`src/rtl/mx_vector_loader_if.sv`:
```
// Beat-in / vector-out handshake bundle for the MX vector loader.
// slave is the loader's view; master is the producer/consumer side.
interface mx_vector_loader_if #(
  parameter int BEAT_W = 32,
  parameter int VEC_W  = 264
);
  logic              in_valid;
  logic              in_ready;
  logic [BEAT_W-1:0] in_data;
  logic              in_last;
  logic [2:0]        in_format;
  logic              out_valid;
  logic              out_ready;
  logic [VEC_W-1:0]  out_vector;
  logic [2:0]        out_format;
  logic              err;

  modport master (
    output in_valid, in_data, in_last, in_format, out_ready,
    input  in_ready, out_valid, out_vector, out_format, err
  );

  modport slave (
    input  in_valid, in_data, in_last, in_format, out_ready,
    output in_ready, out_valid, out_vector, out_format, err
  );
endinterface

```
`src/rtl/mx_vector_loader.sv`:
```
// Assembles a scale beat plus 4/6/8 payload beats into one 264-bit MX vector
// with format tag; flags framing and illegal-format errors with a 1-cycle err pulse.
//
// state | meaning
// IDLE  | waiting for a scale beat (in_ready=1)
// LOAD  | collecting payload beats, cnt = index of next payload beat
// FULL  | vector complete, out_valid=1, input stalled until output transfer
module mx_vector_loader #(
  parameter int BEAT_W = 32,
  parameter int VEC_W  = 264
) (
  input logic              clk,
  input logic              rst,
  mx_vector_loader_if.slave bus
);
  localparam int ELEM_W = VEC_W - 8;

  typedef enum logic [1:0] {IDLE, LOAD, FULL} state_t;

  state_t            state_q, state_d;
  logic [3:0]        cnt_q, cnt_d;
  logic [7:0]        scale_q;
  logic [2:0]        fmt_q;
  logic [ELEM_W-1:0] elem_q;
  logic              err_q, err_d;
  logic              start, wr_beat;
  logic              in_fire, fmt_ok, final_beat;
  logic [3:0]        n_pay;
  logic [2:0]        slot;

  assign in_fire    = bus.in_valid && bus.in_ready;
  assign fmt_ok     = (bus.in_format <= 3'd5);
  assign final_beat = (cnt_q == n_pay);
  // cnt runs 1..8 in LOAD; slot is its zero-based beat position (8 wraps to 7)
  assign slot       = cnt_q[2:0] - 3'd1;

  always_comb begin
    case (fmt_q)
      3'd2, 3'd3: n_pay = 4'd6;
      3'd4:       n_pay = 4'd4;
      default:    n_pay = 4'd8;
    endcase
  end

  always_ff @(posedge clk or posedge rst) begin
    if (rst) state_q <= IDLE;
    else     state_q <= state_d;
  end

  always_comb begin
    state_d = state_q;
    cnt_d   = cnt_q;
    err_d   = 1'b0;
    start   = 1'b0;
    wr_beat = 1'b0;
    case (state_q)
      IDLE: begin
        if (in_fire) begin
          if (!fmt_ok || bus.in_last) begin
            err_d = 1'b1;
          end else begin
            start   = 1'b1;
            cnt_d   = 4'd1;
            state_d = LOAD;
          end
        end
      end
      LOAD: begin
        if (in_fire) begin
          wr_beat = 1'b1;
          // in_last must coincide exactly with the last payload beat
          if (bus.in_last != final_beat) begin
            err_d   = 1'b1;
            cnt_d   = 4'd0;
            state_d = IDLE;
          end else if (bus.in_last) begin
            state_d = FULL;
          end else begin
            cnt_d = cnt_q + 4'd1;
          end
        end
      end
      FULL: begin
        if (bus.out_ready) begin
          cnt_d   = 4'd0;
          state_d = IDLE;
        end
      end
      default: state_d = IDLE;
    endcase
  end

  always_ff @(posedge clk or posedge rst) begin
    if (rst) begin
      cnt_q   <= 4'd0;
      scale_q <= 8'd0;
      fmt_q   <= 3'd0;
      elem_q  <= '0;
      err_q   <= 1'b0;
    end else begin
      cnt_q <= cnt_d;
      err_q <= err_d;
      if (start) begin
        scale_q <= bus.in_data[7:0];
        fmt_q   <= bus.in_format;
        elem_q  <= '0;
      end else if (wr_beat) begin
        elem_q[{slot, 5'b0} +: BEAT_W] <= bus.in_data;
      end
    end
  end

  always_comb begin
    bus.in_ready   = (state_q != FULL);
    bus.out_valid  = (state_q == FULL);
    bus.out_vector = {elem_q, scale_q};
    bus.out_format = fmt_q;
    bus.err        = err_q;
  end
endmodule

```
`src/flat_wrapper.sv`:
```
// flat-port wrapper written by rule: the top's interface ports become plain ports
module mx_vector_loader_flat 
#(
  parameter int BEAT_W = 32,
  parameter int VEC_W  = 264
)
  (clk, rst, bus_in_valid, bus_in_data, bus_in_last, bus_in_format, bus_out_ready, bus_in_ready, bus_out_valid, bus_out_vector, bus_out_format, bus_err);
  mx_vector_loader_if #(.BEAT_W(BEAT_W), .VEC_W(VEC_W)) bus_i ();
  input logic clk;
  input logic rst;
  input wire logic [$bits(bus_i.in_valid)-1:0] bus_in_valid;
  input wire logic [$bits(bus_i.in_data)-1:0] bus_in_data;
  input wire logic [$bits(bus_i.in_last)-1:0] bus_in_last;
  input wire logic [$bits(bus_i.in_format)-1:0] bus_in_format;
  input wire logic [$bits(bus_i.out_ready)-1:0] bus_out_ready;
  output wire logic [$bits(bus_i.in_ready)-1:0] bus_in_ready;
  output wire logic [$bits(bus_i.out_valid)-1:0] bus_out_valid;
  output wire logic [$bits(bus_i.out_vector)-1:0] bus_out_vector;
  output wire logic [$bits(bus_i.out_format)-1:0] bus_out_format;
  output wire logic [$bits(bus_i.err)-1:0] bus_err;
  assign bus_i.in_valid = bus_in_valid;
  assign bus_i.in_data = bus_in_data;
  assign bus_i.in_last = bus_in_last;
  assign bus_i.in_format = bus_in_format;
  assign bus_i.out_ready = bus_out_ready;
  assign bus_in_ready = bus_i.in_ready;
  assign bus_out_valid = bus_i.out_valid;
  assign bus_out_vector = bus_i.out_vector;
  assign bus_out_format = bus_i.out_format;
  assign bus_err = bus_i.err;
  mx_vector_loader #(.BEAT_W(BEAT_W), .VEC_W(VEC_W)) u_core (.clk(clk), .rst(rst), .bus(bus_i));
endmodule
```
`config.mk`:
```
export PLATFORM = sky130hd
export DESIGN_NAME = mx_vector_loader_flat
export DESIGN_NICKNAME = d
export VERILOG_FILES = /design/src/rtl/mx_vector_loader_if.sv /design/src/rtl/mx_vector_loader.sv /design/src/flat_wrapper.sv
export SDC_FILE = /design/constraint.sdc
export NUM_CORES = 1
export LEC_CHECK = 0
export CORE_MARGIN = 2
export CORE_UTILIZATION = 42
export DETAILED_ROUTE_END_ITERATION = 10
export PLACE_DENSITY = 0.82
export RECOVER_POWER = 50
export SYNTH_ARGS = -nofsm -noshare
export SYNTH_HDL_FRONTEND = slang
export SYNTH_SLANG_ARGS = --single-unit
```
`constraint.sdc`:
```
create_clock -name clk -period 8.7 [get_ports clk]
set_clock_uncertainty 0.05 [all_clocks]
set_input_delay 1.74 -clock clk [delete_from_list [all_inputs] [get_ports clk]]
set_output_delay 1.74 -clock clk [all_outputs]
set_load 0.01 [all_outputs]
```
==> results.json <==
{
  "synth_top_family_by_area": "compound AO/OA/AOI/OAI gates",
  "routedWlPerCell_um": 24.0,
  "worstReg2RegEnd": "u_core.elem_q[158]",
  "syn_area_per_cell_um2": 13.6,
  "min_from": "u_core.scale_q[2]",
  "synth_most_common_cell": "dfrtp_1",
  "ctsResizeCount": 0,
  "dp_cells": 1314,
  "ys_top_cells_by_count": "dfrtp_1 (274), a22o_1 (249), nand2_1 (51), clkbuf_1 (44), buf_1 (23)",
  "power_density_mw_per_mm2": 265,
  "netlist_instances": 757,
  "cts_root_buf": "clkbuf_16",
  "slowest_stage": "dfrtp_1",
  "r2r_cells": 9,
  "synth_fp_nets": 809,
  "yosys.area_share.simple": 0.0434,
  "finalNonFillerCells": 1366,
  "setup_violations": 0,
  "criticalPathCategory": "flip-flop to flip-flop",
  "io_pins": 310,
  "switching_share": 0.297,
  "worstPathArrival_ps": 4390,
  "hold_path_depth": 2,
  "grtUsageTotal": 0.253,
  "nets": 1072,
  "clk_pin_slew_ps": 60,
  "endpoint_kind": "flip-flop",
  "place_congestion": 0.837,
  "core-area_mm2": 0.0242,
  "yosysTopAreaCell": "dfrtp_1",
  "initial_core_util": 0.425,
  "period_share": 0.456,
  "hold_viol": 0,
  "max_stage_delay_ps": 720,
  "synth_seq_cells": 274,
  "grt_pass1_wl_um": 50100,
  "critPathLaunchType": "flip-flop",
  "power_frac_comb": 0.249,
  "hold_path.class": "flip-flop to flip-flop",
  "cts_tree": "done",
  "die_w_um": 160,
  "synth-edff-count": 0,
  "slew_violations": 0,
  "grt_pass1_vias": 8065,
  "vias": 7831,
  "fin_tns_setup_ps": 0,
  "cts_setup_buffers": 0,
  "synth_xor_area_frac": 0.00256,
  "critPathRequiredTime_ps": 9120,
  "placementRows": 57,
  "cts_hold_buf": 0,
  "place_area_mm2": 0.0136,
  "via_per_inst": 5.73,
  "synth.area.mux_share": 0.00390,
  "synth_top_cell_area_share": 0.668,
  "grt-ovfl-total": 0,
  "ys_async_sr_fraction": 1.00,
  "die_h_um": 160,
  "netlist_area_mm2": 0.0103,
  "whs_endpoint": "u_core.scale_q[2]",
  "drt-initial-drc-count": 551,
  "drive_above_1_share": 0.0768,
  "grt_antenna_before_repair": 0,
  "ctsHtreeMaxLevel": 1,
  "clkSinkCount": 274,
  "stdcell_area_mm2": 0.0147,
  "port_buffers": 309,
  "dp_hpwl_um": 21000,
  "num_antenna_cells": 0,
  "yosysWarnings": 0,
  "worstMarginPinSlew_ps": 1100,
  "pwr-share-seq": 0.406,
  "power_switching_w": 0.00116,
  "clockBufferDepth": 3,
  "r2r_setup_slack_ps": 4730,
  "final_antenna_net_count": 0,
  "yosysSeqAreaShare": 0.668,
  "synth_fa_ha_area_frac": 0.0146,
  "power.leakage_nw": 7.36,
  "wirelength_um": 32800,
  "synth_compound_area_frac": 0.231,
  "max-cap-violations": 0,
  "intPower_w": 0.00274,
  "drc": 0,
  "syn2layout_area_growth_pct": 43.0,
  "crit_fanout": 18,
  "ir_drop_v": 0.000230,
  "outcome": "completed",
  "clk-insertion-delay-late_ps": 550,
  "drt_first_pass_iters": 5,
  "cts_inserted_buffers": 28,
  "slew_headroom": 0.263,
  "period_minus_slack_ps": 3970,
  "worstReg2RegStart": "u_core.cnt_q[0]",
  "grt_max_degree": 198,
  "die-area_mm2": 0.0257,
  "rsz0062_at_grt": "no",
  "pwr-share-clk": 0.345,
  "synth-main-ff-cell": "dfrtp_1",
  "max_freq_mhz": 252,
  "ys_types": 38,
  "cp_cell_sequence": "inv_1 -> ha_1 -> xnor2_1 -> ha_1 -> inv_1 -> or4_4 -> nor2_2 -> buf_4 -> a22o_1",
  "ys_top_cells_by_area": "dfrtp_1 (67%), a22o_1 (21%), nand2_1 (1.9%)"
}
power groups by stage:
stage | logic [W] | clock network [W] | registers [W]
2_1_floorplan | 0.000393 | 0 | 0.00166
3_3_place_gp | 0.000999 | 0 | 0.00160
3_5_place_dp | 0.00102 | 0 | 0.00160
4_1_cts | 0.00103 | 0.00136 | 0.00159
5_1_grt | 0.00104 | 0.00141 | 0.00160
6_report | 0.000971 | 0.00134 | 0.00158
layer usage:
layer  vias to the layer above  GRT usage  part of all wire
li1                       3344          -                 -
met4                         0     0.0925             0.035
met2                       395      0.391              0.45
met1                      4019      0.346              0.42
met3                        73     0.0715             0.090
met5                         -          0                 0
metrics by stage:
stage          power, W  setup slack [ps]  hold WS (ps)  utilization
2_1_floorplan   0.00206              3290           464            -
3_3_place_gp    0.00260              4360           410        0.564
3_5_place_dp    0.00262              4290           412        0.564
4_1_cts         0.00397              4750           438        0.607
5_1_grt         0.00406              4500           456        0.607
6_report        0.00389              4730           426        0.607
layout make-up:
class,instances,area (um^2)
inverter,10,38.8
fill,1869,9490
clock inverter,12,216
sequential,274,6860
clock buffer,40,827
tap,324,405
multi-input combinational,387,3160
timing repair buffer,319,3180
placed cells by master (no fill, tap or decap), types with 2 or more instances in the layout:
| cell type | n |
|---|---|
| bufinv_16 | 6 |
| mux2i_1 | 4 |
| buf_4 | 9 |
| dfrtp_1 | 274 |
| nor3b_1 | 3 |
| a21oi_1 | 2 |
| nor2_1 | 12 |
| nor2_4 | 3 |
| clkbuf_16 | 29 |
| clkbuf_1 | 5 |
| o21ai_0 | 6 |
| clkdlybuf4s50_1 | 108 |
| or4_4 | 2 |
| nor2_2 | 3 |
| nand3_1 | 4 |
| nand2_1 | 51 |
| inv_1 | 9 |
| dlygate4sd3_1 | 201 |
| ha_1 | 12 |
| xnor2_1 | 3 |
| clkbuf_8 | 6 |
| o31ai_1 | 2 |
| nor3_1 | 2 |
| a21oi_4 | 7 |
| a22o_1 | 249 |
| clkinv_2 | 4 |
| nor4_4 | 2 |
| nor2b_1 | 4 |
flip-flops by register name (all words and copies together) (netlist names):
name,flops
u_core.bus.err,1
u_core.bus.out_format,3
u_core.cnt_q,4
u_core.elem_q,256
u_core.scale_q,8
u_core.state_q,2
worst max-delay path by stage:
stage / start / end / slack [ps] / cells after the start
floorplan: rst / u_core.bus.err / 3290 / 1
global placement: bus_in_valid / u_core.elem_q[44] / 4360 / 7
detailed placement: bus_in_valid / u_core.elem_q[170] / 4290 / 7
CTS: u_core.cnt_q[0] / u_core.elem_q[148] / 4750 / 9
global route: u_core.cnt_q[0] / u_core.elem_q[158] / 4500 / 9
finish: u_core.cnt_q[0] / u_core.elem_q[158] / 4730 / 9
critical path: cells and delay by family, from the launching register on:
kind,cells,cell delay (ps)
compound gates,1,190
xor+xnor,1,180
fa+ha+maj,2,810
buf+inv,3,820
flops,1,720
simple gates,2,1100
cells by family (layout without fill, tap and decap cells):
family / after synthesis / after routing
AOI/OAI and AO/OA: 276 / 276
buffers and inverters: 96 / 381
adders and majority gates: 12 / 12
xor gates and xnor gates: 3 / 3
and+or+nand+nor: 92 / 92
DFF: 274 / 274
muxes: 4 / 4
Note: power is estimated with default switching activity, not from simulation.
==> patch, RTL diff (same settings) <==
Encoding of `state_t`: now one-hot (3 bits for 3 states).
--- a/src/rtl/mx_vector_loader.sv
+++ b/src/rtl/mx_vector_loader.sv
@@ -17,3 +17,3 @@
 
-  typedef enum logic [1:0] {IDLE, LOAD, FULL} state_t;
+  typedef enum logic [2:0] {IDLE = 3'b001, LOAD = 3'b010, FULL = 3'b100} state_t;
 
Function: same outputs for any inputs over 4 cycles, from zero or initial values and one cycle with rst high; so few cycles prove little.
==> patch against the unedited design <==
The run now ends with capacitance limit, slew limit left; setup slack got worse by 1.1 ns; die area increased by 5.2%; design area increased by 0.72%; sequential cell count up 1; area after synthesis rose by 5.4%; final cell count up 6.4%; first-iteration DRC count is 15% higher; worst hold slack better by 0.022 ns; sequential share of layout area decreased by 0.16 points; non-clock buffer count is 2 lower; routed wire length rose by 2.8%; critical path type is now input port to asynchronous set/reset pin.
Power is not compared: it rests on default switching activity, and its combinational part moved more than twofold at a synthesized area within 25%.
==> patch: results (changes against the unedited design) <==
Parameter                              Value

Setup path
  Critical path origin    rst (was u_core.cnt_q[0]$_DFFE_PP0P_)
  Critical path fanouts, max    46 (was 18)
  Largest incremental delay on the critical path    1.63 ns (was 0.72 ns)
  Max stage delay cell, worst path    clkbuf_1 (was dfrtp_1)
  R2r setup slk    4.42 ns (was 4.73 ns)
  Endpoint of the most critical register-to-register path    u_core.elem_q[147]$_DFFE_PP0P_ (was u_core.elem_q[158]$_DFFE_PP0P_)
  Worst reg2reg path depth    8 (was 9)

Logic synthesis
  Leading cell types by total area after synthesis    dfrtp_1, a22o_1, nand2_1 (unchanged)
  Part of the Yosys area used for sequential elements    63.6% (was 66.8%)
  Number of unique standard cell types used by synthesis    45 (was 38)
  Commonest cells in the netlist    dfrtp_1, a22o_1, nand2_1, a21oi_1, buf_2 (was dfrtp_1, a22o_1, nand2_1, clkbuf_1, buf_1)

Timing
  Number of slew-limit violations in the final report    123 (was 0)
  Transition time at the pin with the least slew margin    2.18 ns (was 1.10 ns)

Run status
  Violated checks    capacitance limit, slew limit
  Status    finished, violations left (was complete, no violations)

Detailed routing
  Met3 layer wire length in the routed design    3130 um (was 2940 um)
  Wirelength, routed    33,700 um (was 32,800 um)
  Detail-routed via count per cell    5.71 (was 5.73)
  Wire length on met1    14,000 um (was 13,900 um)
  Routed wire length on met2    15,500 um (was 14,800 um)

Global routing
  Wire length of the first global-routing pass    50,400 um (was 50,100 um)
  Pin count of the biggest net entering global routing    189 (was 198)
  Gr usage total    24.5% (was 25.3%)
  GR met2 Demand/Resource    38.5% (was 39.1%)
  Met3 Use GR    6.76% (was 7.15%)

Die
  Initial standard-cell utilization of the core    42.8% (was 42.5%)

Layout
  Number of nets in the finished design    1,151 (was 1,072)
  Fillers    2,013 (was 1,869)
  Share of layout cells above drive strength 1    8.54% (was 7.68%)

Placed design
  Routability-driven placement congestion ratio    0.788 (was 0.837)

Run
  Count of max-cap constraint violations    3 (was 0)
-- patch: changes by cell type in the layout (fill, tap and decap cells not counted), sizes merged, moves of 6 or more --
cell,unedited run,this run
dlygate4sd3,201,271
a31oi,0,6
a21oi,9,69
nand2,51,133
nor2,18,10
a22o,250,192
mux2,0,11
clkdlybuf4s50,108,38
-- patch: cells by family (layout without fill, tap and decap cells) --
group | after synthesis | after routing | share of synthesized area, %
AOI/OAI and AO/OA | 283 | 283 | 20.8
xor gates and xnor gates | 1 | 1 | 0.150
adders and majority gates | 8 | 8 | 0.925
buffers and inverters | 99 | 374 | 5.70
DFF | 275 | 275 | 63.6
muxes | 11 | 11 | 1.14
and+or+nand+nor | 172 | 172 | 7.67
-- patch: worst min path at each step --
stage	from	endpoint	slack (ns)	cells past startpoint
after floorplan	u_core.cnt_q[3]$_DFFE_PP0P_	u_core.cnt_q[3]$_DFFE_PP0P_	0.46	1
after global placement	u_core.elem_q[68]$_DFFE_PP0P_	u_core.elem_q[68]$_DFFE_PP0P_	0.44	1
after detailed placement	u_core.elem_q[70]$_DFFE_PP0P_	u_core.elem_q[70]$_DFFE_PP0P_	0.44	1
after CTS	u_core.elem_q[50]$_DFFE_PP0P_	u_core.elem_q[50]$_DFFE_PP0P_	0.46	1
after global routing	u_core.elem_q[181]$_DFFE_PP0P_	u_core.elem_q[181]$_DFFE_PP0P_	0.46	1
final	u_core.elem_q[85]$_DFFE_PP0P_	u_core.elem_q[85]$_DFFE_PP0P_	0.45	1
-- patch: worst reg2reg max path, delay by kind of cell, from the launching register on --
family | cells | cell delay, ns
adder cells (fa/ha/maj) | 2 | 0.65
XOR/XNOR | 1 | 0.57
AO/OA/AOI/OAI | 1 | 0.21
AND/OR/NAND/NOR | 3 | 1.81
buffers and inverters | 1 | 0.18
flip-flops | 1 | 0.73
-- patch: layout make-up --
| class | count | share of cell area, % |
|---|---|---|
| Sequential cell | 275 | 46.5 |
| Clock inverter | 14 | 1.13 |
| Multi-Input combinational cell | 475 | 22.7 |
| Timing Repair Buffer | 317 | 21.4 |
| Clock buffer | 37 | 5.31 |
| Tap cell | 330 | 2.79 |
| Inverter | 6 | 0.161 |
-- patch: metrics by stage --
stage / area, um2 / cells / setup WS [ns]
2_1_floorplan: 10800 / 849 / 3.27
3_3_place_gp: 13900 / 1403 / 4.22
3_5_place_dp: 13900 / 1403 / 4.15
4_1_cts: 14800 / 1454 / 4.71
5_1_grt: 14800 / 1454 / 3.00
6_report: 14800 / 1454 / 3.67
-- patch: report_power, final --
group	total, uW	switching, uW	internal (uW)
clock	1240	512	727
sequential	1320	18.5	1300
combinational	224	147	76.2
